[src/rtl/sync_fifo_flex.sv]
// rtl/sync_fifo_flex.sv - parametrised single-clock FIFO with thresholds, sticky errors, flush and FWFT mode
module sync_fifo_flex #(
  parameter int DATA_W   = 8,
  parameter int DEPTH    = 16,
  parameter int AF_LEVEL = 14,
  parameter int AE_LEVEL = 2,
  parameter int FWFT     = 0
) (
  input  logic                     clk,
  input  logic                     rst,
  input  logic                     flush,
  input  logic                     err_clr,
  input  logic [DATA_W-1:0]        data_in,
  input  logic                     write_en,
  input  logic                     read_en,
  output logic [DATA_W-1:0]        data_out,
  output logic                     full,
  output logic                     empty,
  output logic                     almost_full,
  output logic                     almost_empty,
  output logic [$clog2(DEPTH):0]   count,
  output logic                     overflow,
  output logic                     underflow
);

  localparam int AW = $clog2(DEPTH);
  localparam int CW = AW + 1;
  localparam logic [CW-1:0] FULL_CNT = CW'(DEPTH);
  localparam logic [CW-1:0] AF_CNT   = CW'(AF_LEVEL);
  localparam logic [CW-1:0] AE_CNT   = CW'(AE_LEVEL);

  logic [DATA_W-1:0] r_mem [DEPTH];
  logic [AW-1:0]     r_wr_ptr;
  logic [AW-1:0]     r_rd_ptr;
  logic [CW-1:0]     r_count;
  logic              r_ovf;
  logic              r_udf;

  logic w_full;
  logic w_empty;
  logic w_do_wr;
  logic w_do_rd;

  assign w_full  = (r_count == FULL_CNT);
  assign w_empty = (r_count == '0);

  // Flush discards any request issued in the same cycle.
  assign w_do_wr = write_en && !w_full  && !flush;
  assign w_do_rd = read_en  && !w_empty && !flush;

  always_ff @(posedge clk) begin
    if (rst) begin
      r_wr_ptr <= '0;
      r_rd_ptr <= '0;
      r_count  <= '0;
    end else if (flush) begin
      r_wr_ptr <= '0;
      r_rd_ptr <= '0;
      r_count  <= '0;
    end else begin
      if (w_do_wr) r_wr_ptr <= r_wr_ptr + AW'(1);
      if (w_do_rd) r_rd_ptr <= r_rd_ptr + AW'(1);
      unique case ({w_do_wr, w_do_rd})
        2'b10:   r_count <= r_count + CW'(1);
        2'b01:   r_count <= r_count - CW'(1);
        default: r_count <= r_count;
      endcase
    end
  end

  always_ff @(posedge clk) begin
    if (w_do_wr && !rst) r_mem[r_wr_ptr] <= data_in;
  end

  // A new error in the same cycle as err_clr wins; flushed requests raise nothing.
  always_ff @(posedge clk) begin
    if (rst) begin
      r_ovf <= 1'b0;
      r_udf <= 1'b0;
    end else begin
      r_ovf <= (r_ovf && !err_clr) || (write_en && w_full  && !flush);
      r_udf <= (r_udf && !err_clr) || (read_en  && w_empty && !flush);
    end
  end

  generate
    if (FWFT != 0) begin : g_fwft
      assign data_out = w_empty ? '0 : r_mem[r_rd_ptr];
    end else begin : g_reg
      logic [DATA_W-1:0] r_dout;
      always_ff @(posedge clk) begin
        if (rst)          r_dout <= '0;
        else if (w_do_rd) r_dout <= r_mem[r_rd_ptr];
      end
      assign data_out = r_dout;
    end
  endgenerate

  assign full         = w_full;
  assign empty        = w_empty;
  assign almost_full  = (r_count >= AF_CNT);
  assign almost_empty = (r_count <= AE_CNT);
  assign count        = r_count;
  assign overflow     = r_ovf;
  assign underflow    = r_udf;

endmodule

[config.mk]
export PLATFORM = sky130hd
export DESIGN_NAME = sync_fifo_flex
export DESIGN_NICKNAME = d
export VERILOG_FILES = /design/src/rtl/sync_fifo_flex.sv
export SDC_FILE = /design/constraint.sdc
export NUM_CORES = 1
export LEC_CHECK = 0
export ABC_AREA = 1
export CAP_MARGIN = 20
export CORE_MARGIN = 2
export CORE_UTILIZATION = 37
export CTS_CLUSTER_DIAMETER = 40
export DETAILED_ROUTE_END_ITERATION = 8
export PLACE_DENSITY = 0.55
export SYNTH_ARGS = -nofsm -noshare
export SYNTH_HDL_FRONTEND = slang
export SYNTH_SLANG_ARGS = --single-unit
[constraint.sdc]
create_clock -name clk -period 3.2 [get_ports clk]
set_input_delay 0.96 -clock clk [delete_from_list [all_inputs] [get_ports clk]]
set_output_delay 0.96 -clock clk [all_outputs]
set_load 0.01 [all_outputs]
==> impl_metrics.xml <==
<?xml version="1.0" encoding="UTF-8"?>
<metrics>
  <group name="run_status">
    <metric name="run_status" unit="">finished, final reports clean</metric>
  </group>
  <group name="die">
    <metric name="chipHeight" unit="µm">138</metric>
    <metric name="placement_rows" unit="">49</metric>
    <metric name="core_box_area" unit="mm²">0.0178</metric>
    <metric name="fp.dieW" unit="µm">138</metric>
    <metric name="die-area" unit="mm²">0.0192</metric>
    <metric name="count_of_boundary_i_o_pins" unit="">33</metric>
    <metric name="initial_core_util" unit="%">37.5</metric>
  </group>
  <group name="placed_design">
    <metric name="dp_hpwl" unit="µm">9570</metric>
    <metric name="place_congestion" unit="">0.766</metric>
    <metric name="pre_cts_ws" unit="ns">0.101</metric>
    <metric name="dpl_cell_area" unit="mm²">0.00728</metric>
    <metric name="placement.io_buffers" unit="">32</metric>
  </group>
  <group name="final_layout">
    <metric name="design.final.nets" unit="">752</metric>
    <metric name="drive_above_1_share" unit="%">7.83</metric>
    <metric name="layout.filler_cells" unit="">1657</metric>
    <metric name="non_filler_cell_area_final" unit="mm²">0.00790</metric>
    <metric name="num_antenna_cells" unit="">0</metric>
    <metric name="flow.area_growth_from_synthesis" unit="%">18.1</metric>
  </group>
  <group name="timing">
    <metric name="timing_max_transition_violations_final" unit="">0</metric>
    <metric name="setup-violations-final" unit="">0</metric>
    <metric name="tmin_final" unit="ns">2.79</metric>
    <metric name="fmax" unit="MHz">359</metric>
    <metric name="period_share" unit="%">87.1</metric>
    <metric name="worst_pin_slew" unit="ns">0.739</metric>
    <metric name="layout_setup_ws" unit="ns">0.412</metric>
    <metric name="finalClockSkew" unit="ns">0.0100</metric>
    <metric name="rsz0062_at_grt" unit="">no</metric>
    <metric name="final-hold-violation-count" unit="">0</metric>
    <metric name="relSlewSlack" unit="%">50.7</metric>
    <metric name="fin_tns_setup" unit="ns">0</metric>
    <metric name="final.hold.worst_slack" unit="ns">0.472</metric>
  </group>
  <group name="worst_setup_path">
    <metric name="crit_path_end_kind" unit="">primary output</metric>
    <metric name="critical_r2r_capture" unit="">count[4]</metric>
    <metric name="rr_startpoint" unit="">count[1]</metric>
    <metric name="worstRegToRegCells" unit="">13</metric>
    <metric name="worstSetupStartpointType" unit="">flop</metric>
    <metric name="path_max_fanout" unit="">6</metric>
    <metric name="worst_ep_arrival_time" unit="ns">1.83</metric>
    <metric name="register_to_register_setup_slack" unit="ns">0.97</metric>
    <metric name="critical_path_class" unit="">flop to primary output</metric>
    <metric name="crit_required" unit="ns">2.24</metric>
  </group>
  <group name="clock_network">
    <metric name="post-cts-setup-buffer-count" unit="">0</metric>
    <metric name="cts_inserted_buffers" unit="">17</metric>
    <metric name="clockBufferDepth" unit="">2</metric>
    <metric name="worstSkewPairLatency" unit="ns">0.42</metric>
    <metric name="clk_root_buffer_cell" unit="">sky130_fd_sc_hd__clkbuf_16</metric>
    <metric name="tritoncts" unit="">done</metric>
    <metric name="postCtsHoldBufs" unit="">0</metric>
    <metric name="cts_sink_cnt" unit="">151</metric>
    <metric name="htree_num_levels" unit="">4</metric>
    <metric name="clkSlewWorstSetupHoldPaths" unit="ns">0.06</metric>
    <metric name="post_cts_resize_count" unit="">0</metric>
  </group>
  <group name="global_route">
    <metric name="grt_first_pass_wirelength" unit="µm">24300</metric>
    <metric name="grt_pass1_vias" unit="">4524</metric>
    <metric name="grt_start_max_net_pins" unit="">69</metric>
    <metric name="antenna_found_initial" unit="">0</metric>
    <metric name="grt.overflow.total" unit="">0</metric>
    <metric name="track_usage" unit="%">16.6</metric>
  </group>
  <group name="logic_synthesis">
    <metric name="post-synth-top-area-cell" unit="">sky130_fd_sc_hd__edfxtp_1</metric>
    <metric name="ys_top_cells_by_count" unit="">sky130_fd_sc_hd__nand2_1, sky130_fd_sc_hd__edfxtp_1, sky130_fd_sc_hd__nand3_1, sky130_fd_sc_hd__inv_1, sky130_fd_sc_hd__nor2_1</metric>
    <metric name="post-synth-top-count-cell" unit="">sky130_fd_sc_hd__nand2_1</metric>
    <metric name="synth.area.top_cells" unit="">sky130_fd_sc_hd__edfxtp_1, sky130_fd_sc_hd__nand2_1, sky130_fd_sc_hd__nand3_1</metric>
    <metric name="postSynthNetCount" unit="">706</metric>
    <metric name="postSynthCellCount" unit="">682</metric>
    <metric name="asyncSetResetFlopFracSynth" unit="%">0</metric>
    <metric name="synth_enable_flop_cells" unit="">128</metric>
    <metric name="synth.cell_area" unit="mm²">0.00669</metric>
    <metric name="synth_ff_type" unit="">sky130_fd_sc_hd__edfxtp_1</metric>
    <metric name="yosysSeqAreaShare" unit="%">64.3</metric>
    <metric name="synth_warnings" unit="">0</metric>
    <metric name="netlist-cell-type-count" unit="">29</metric>
    <metric name="yosys_register_bits" unit="">151</metric>
    <metric name="syn_avg_cell_area" unit="µm²">9.81</metric>
    <metric name="synth_top_cell_area_share" unit="%">57.4</metric>
  </group>
  <group name="drt">
    <metric name="routedWlPerCell" unit="µm">15.9</metric>
    <metric name="routed_wl" unit="µm">15400</metric>
    <metric name="drt_drc_violations_left" unit="">0</metric>
    <metric name="route.met3.wl" unit="µm">595</metric>
    <metric name="dr_total_vias" unit="">4679</metric>
    <metric name="post_drt_antenna_nets" unit="">0</metric>
    <metric name="met2RoutedLength" unit="µm">7450</metric>
    <metric name="top_signal_layer_used" unit="">met4</metric>
    <metric name="wl_met1" unit="µm">7160</metric>
    <metric name="drt-pass1-iter-count" unit="">5</metric>
    <metric name="drt-vias-per-instance" unit="">4.82</metric>
    <metric name="dr.first_iter.drc_count" unit="">379</metric>
  </group>
  <group name="min_path">
    <metric name="whs_path_depth" unit="">2</metric>
    <metric name="whs_endpoint" unit="">underflow</metric>
    <metric name="worst_hold_startpoint" unit="">underflow</metric>
    <metric name="holdCritPathClass" unit="">flop to flop</metric>
  </group>
  <group name="power_and_ir_drop">
    <metric name="switching_power" unit="W">0.000877</metric>
    <metric name="power.share.switching" unit="%">19.6</metric>
    <metric name="clkPwrFrac" unit="%">47.0</metric>
    <metric name="powerDensity" unit="mW/mm²">566</metric>
    <metric name="p_comb_share" unit="%">4.7</metric>
    <metric name="static-leakage-power" unit="nW">3.27</metric>
    <metric name="maximum_ir_drop_on_the_vdd_rail" unit="V">0.000332</metric>
    <metric name="power.internal" unit="W">0.00359</metric>
    <metric name="seqPwrFrac" unit="%">48.3</metric>
  </group>
  <group name="flow_run">
    <metric name="maxCapViolCount" unit="">0</metric>
  </group>
</metrics>
==> cells by family after synthesis <==
family	after synthesis	share of synthesized area, %
simple gates	362	22.4
flops	151	64.3
buf+inv	128	8.45
compound gates	26	2.15
fa+ha+maj	10	1.98
xor+xnor	5	0.654
==> worst max-delay path, stage by stage (launching register included) <==
cell and delay (ns):
sky130_fd_sc_hd__dfxtp_1 0.37, sky130_fd_sc_hd__a2111oi_0 0.43, sky130_fd_sc_hd__clkdlybuf4s50_1 0.61
==> sequential cells by signal, indices dropped and copies added (netlist names) <==
name	flops
count	5
data_out	8
overflow	1
r_mem	128
r_rd_ptr	4
r_wr_ptr	4
underflow	1
==> area by class of cell <==
class,count,area (µm²),area share (%)
tap,229,287,3.63
sequential,151,4310,54.5
inverter,100,378,4.78
multi-input combinational,403,1820,23.1
timing repair buffer,55,493,6.24
clock inverter,12,181,2.30
clock buffer,20,437,5.53
==> routing by layer <==
metal	global-route usage (%)	vias up
met5	0	-
met1	22.1	2261
met2	27.2	101
met3	3.22	16
li1	-	2301
met4	6.28	0
==> metrics by stage <==
step | total power [W] | util [%] | std cells
global placement | 0.00241 | 40.8 | 938
floorplan | 0.00231 | - | 682
detailed placement | 0.00241 | 40.8 | 938
finish | 0.00447 | 44.3 | 970
CTS | 0.00451 | 44.3 | 970
global route | 0.00461 | 44.3 | 970
==> power by group through the flow <==
stage               sequential (W)  clock, W  combinational [W]
floorplan                  0.00220         0           0.000107
global placement           0.00220         0           0.000207
detailed placement         0.00220         0           0.000211
CTS                        0.00216   0.00213           0.000212
global route               0.00216   0.00222           0.000232
finish                     0.00216   0.00210           0.000210
==> cells in the final DEF, fill, tap and decap left out, types with 2 or more instances in the layout <==
cell type,instances
sky130_fd_sc_hd__bufinv_16,5
sky130_fd_sc_hd__nand4_1,2
sky130_fd_sc_hd__inv_1,93
sky130_fd_sc_hd__clkdlybuf4s50_1,32
sky130_fd_sc_hd__inv_2,5
sky130_fd_sc_hd__nand2_1,221
sky130_fd_sc_hd__nand2_2,3
sky130_fd_sc_hd__o21ai_0,6
sky130_fd_sc_hd__dfxtp_1,22
sky130_fd_sc_hd__nor2_1,38
sky130_fd_sc_hd__a21oi_1,14
sky130_fd_sc_hd__clkbuf_16,17
sky130_fd_sc_hd__xor2_1,4
sky130_fd_sc_hd__edfxtp_1,128
sky130_fd_sc_hd__buf_4,23
sky130_fd_sc_hd__clkbuf_1,3
sky130_fd_sc_hd__clkinv_1,6
sky130_fd_sc_hd__nand3_1,97
sky130_fd_sc_hd__ha_1,9
==> worst max path at each step <==
| stage | start | to | slack [ns] | cells after the start |
|---|---|---|---|---|
| final | count[1] | almost_empty | 0.41 | 2 |
| after CTS | count[1] | almost_empty | 0.39 | 2 |
| after detailed placement | read_en | count[4] | 0.10 | 15 |
| after global placement | read_en | count[4] | 0.18 | 15 |
| after global routing | read_en | count[4] | 0.31 | 15 |
| after floorplan | read_en | count[4] | 0.52 | 15 |
Power figures use the tool's default switching activity.
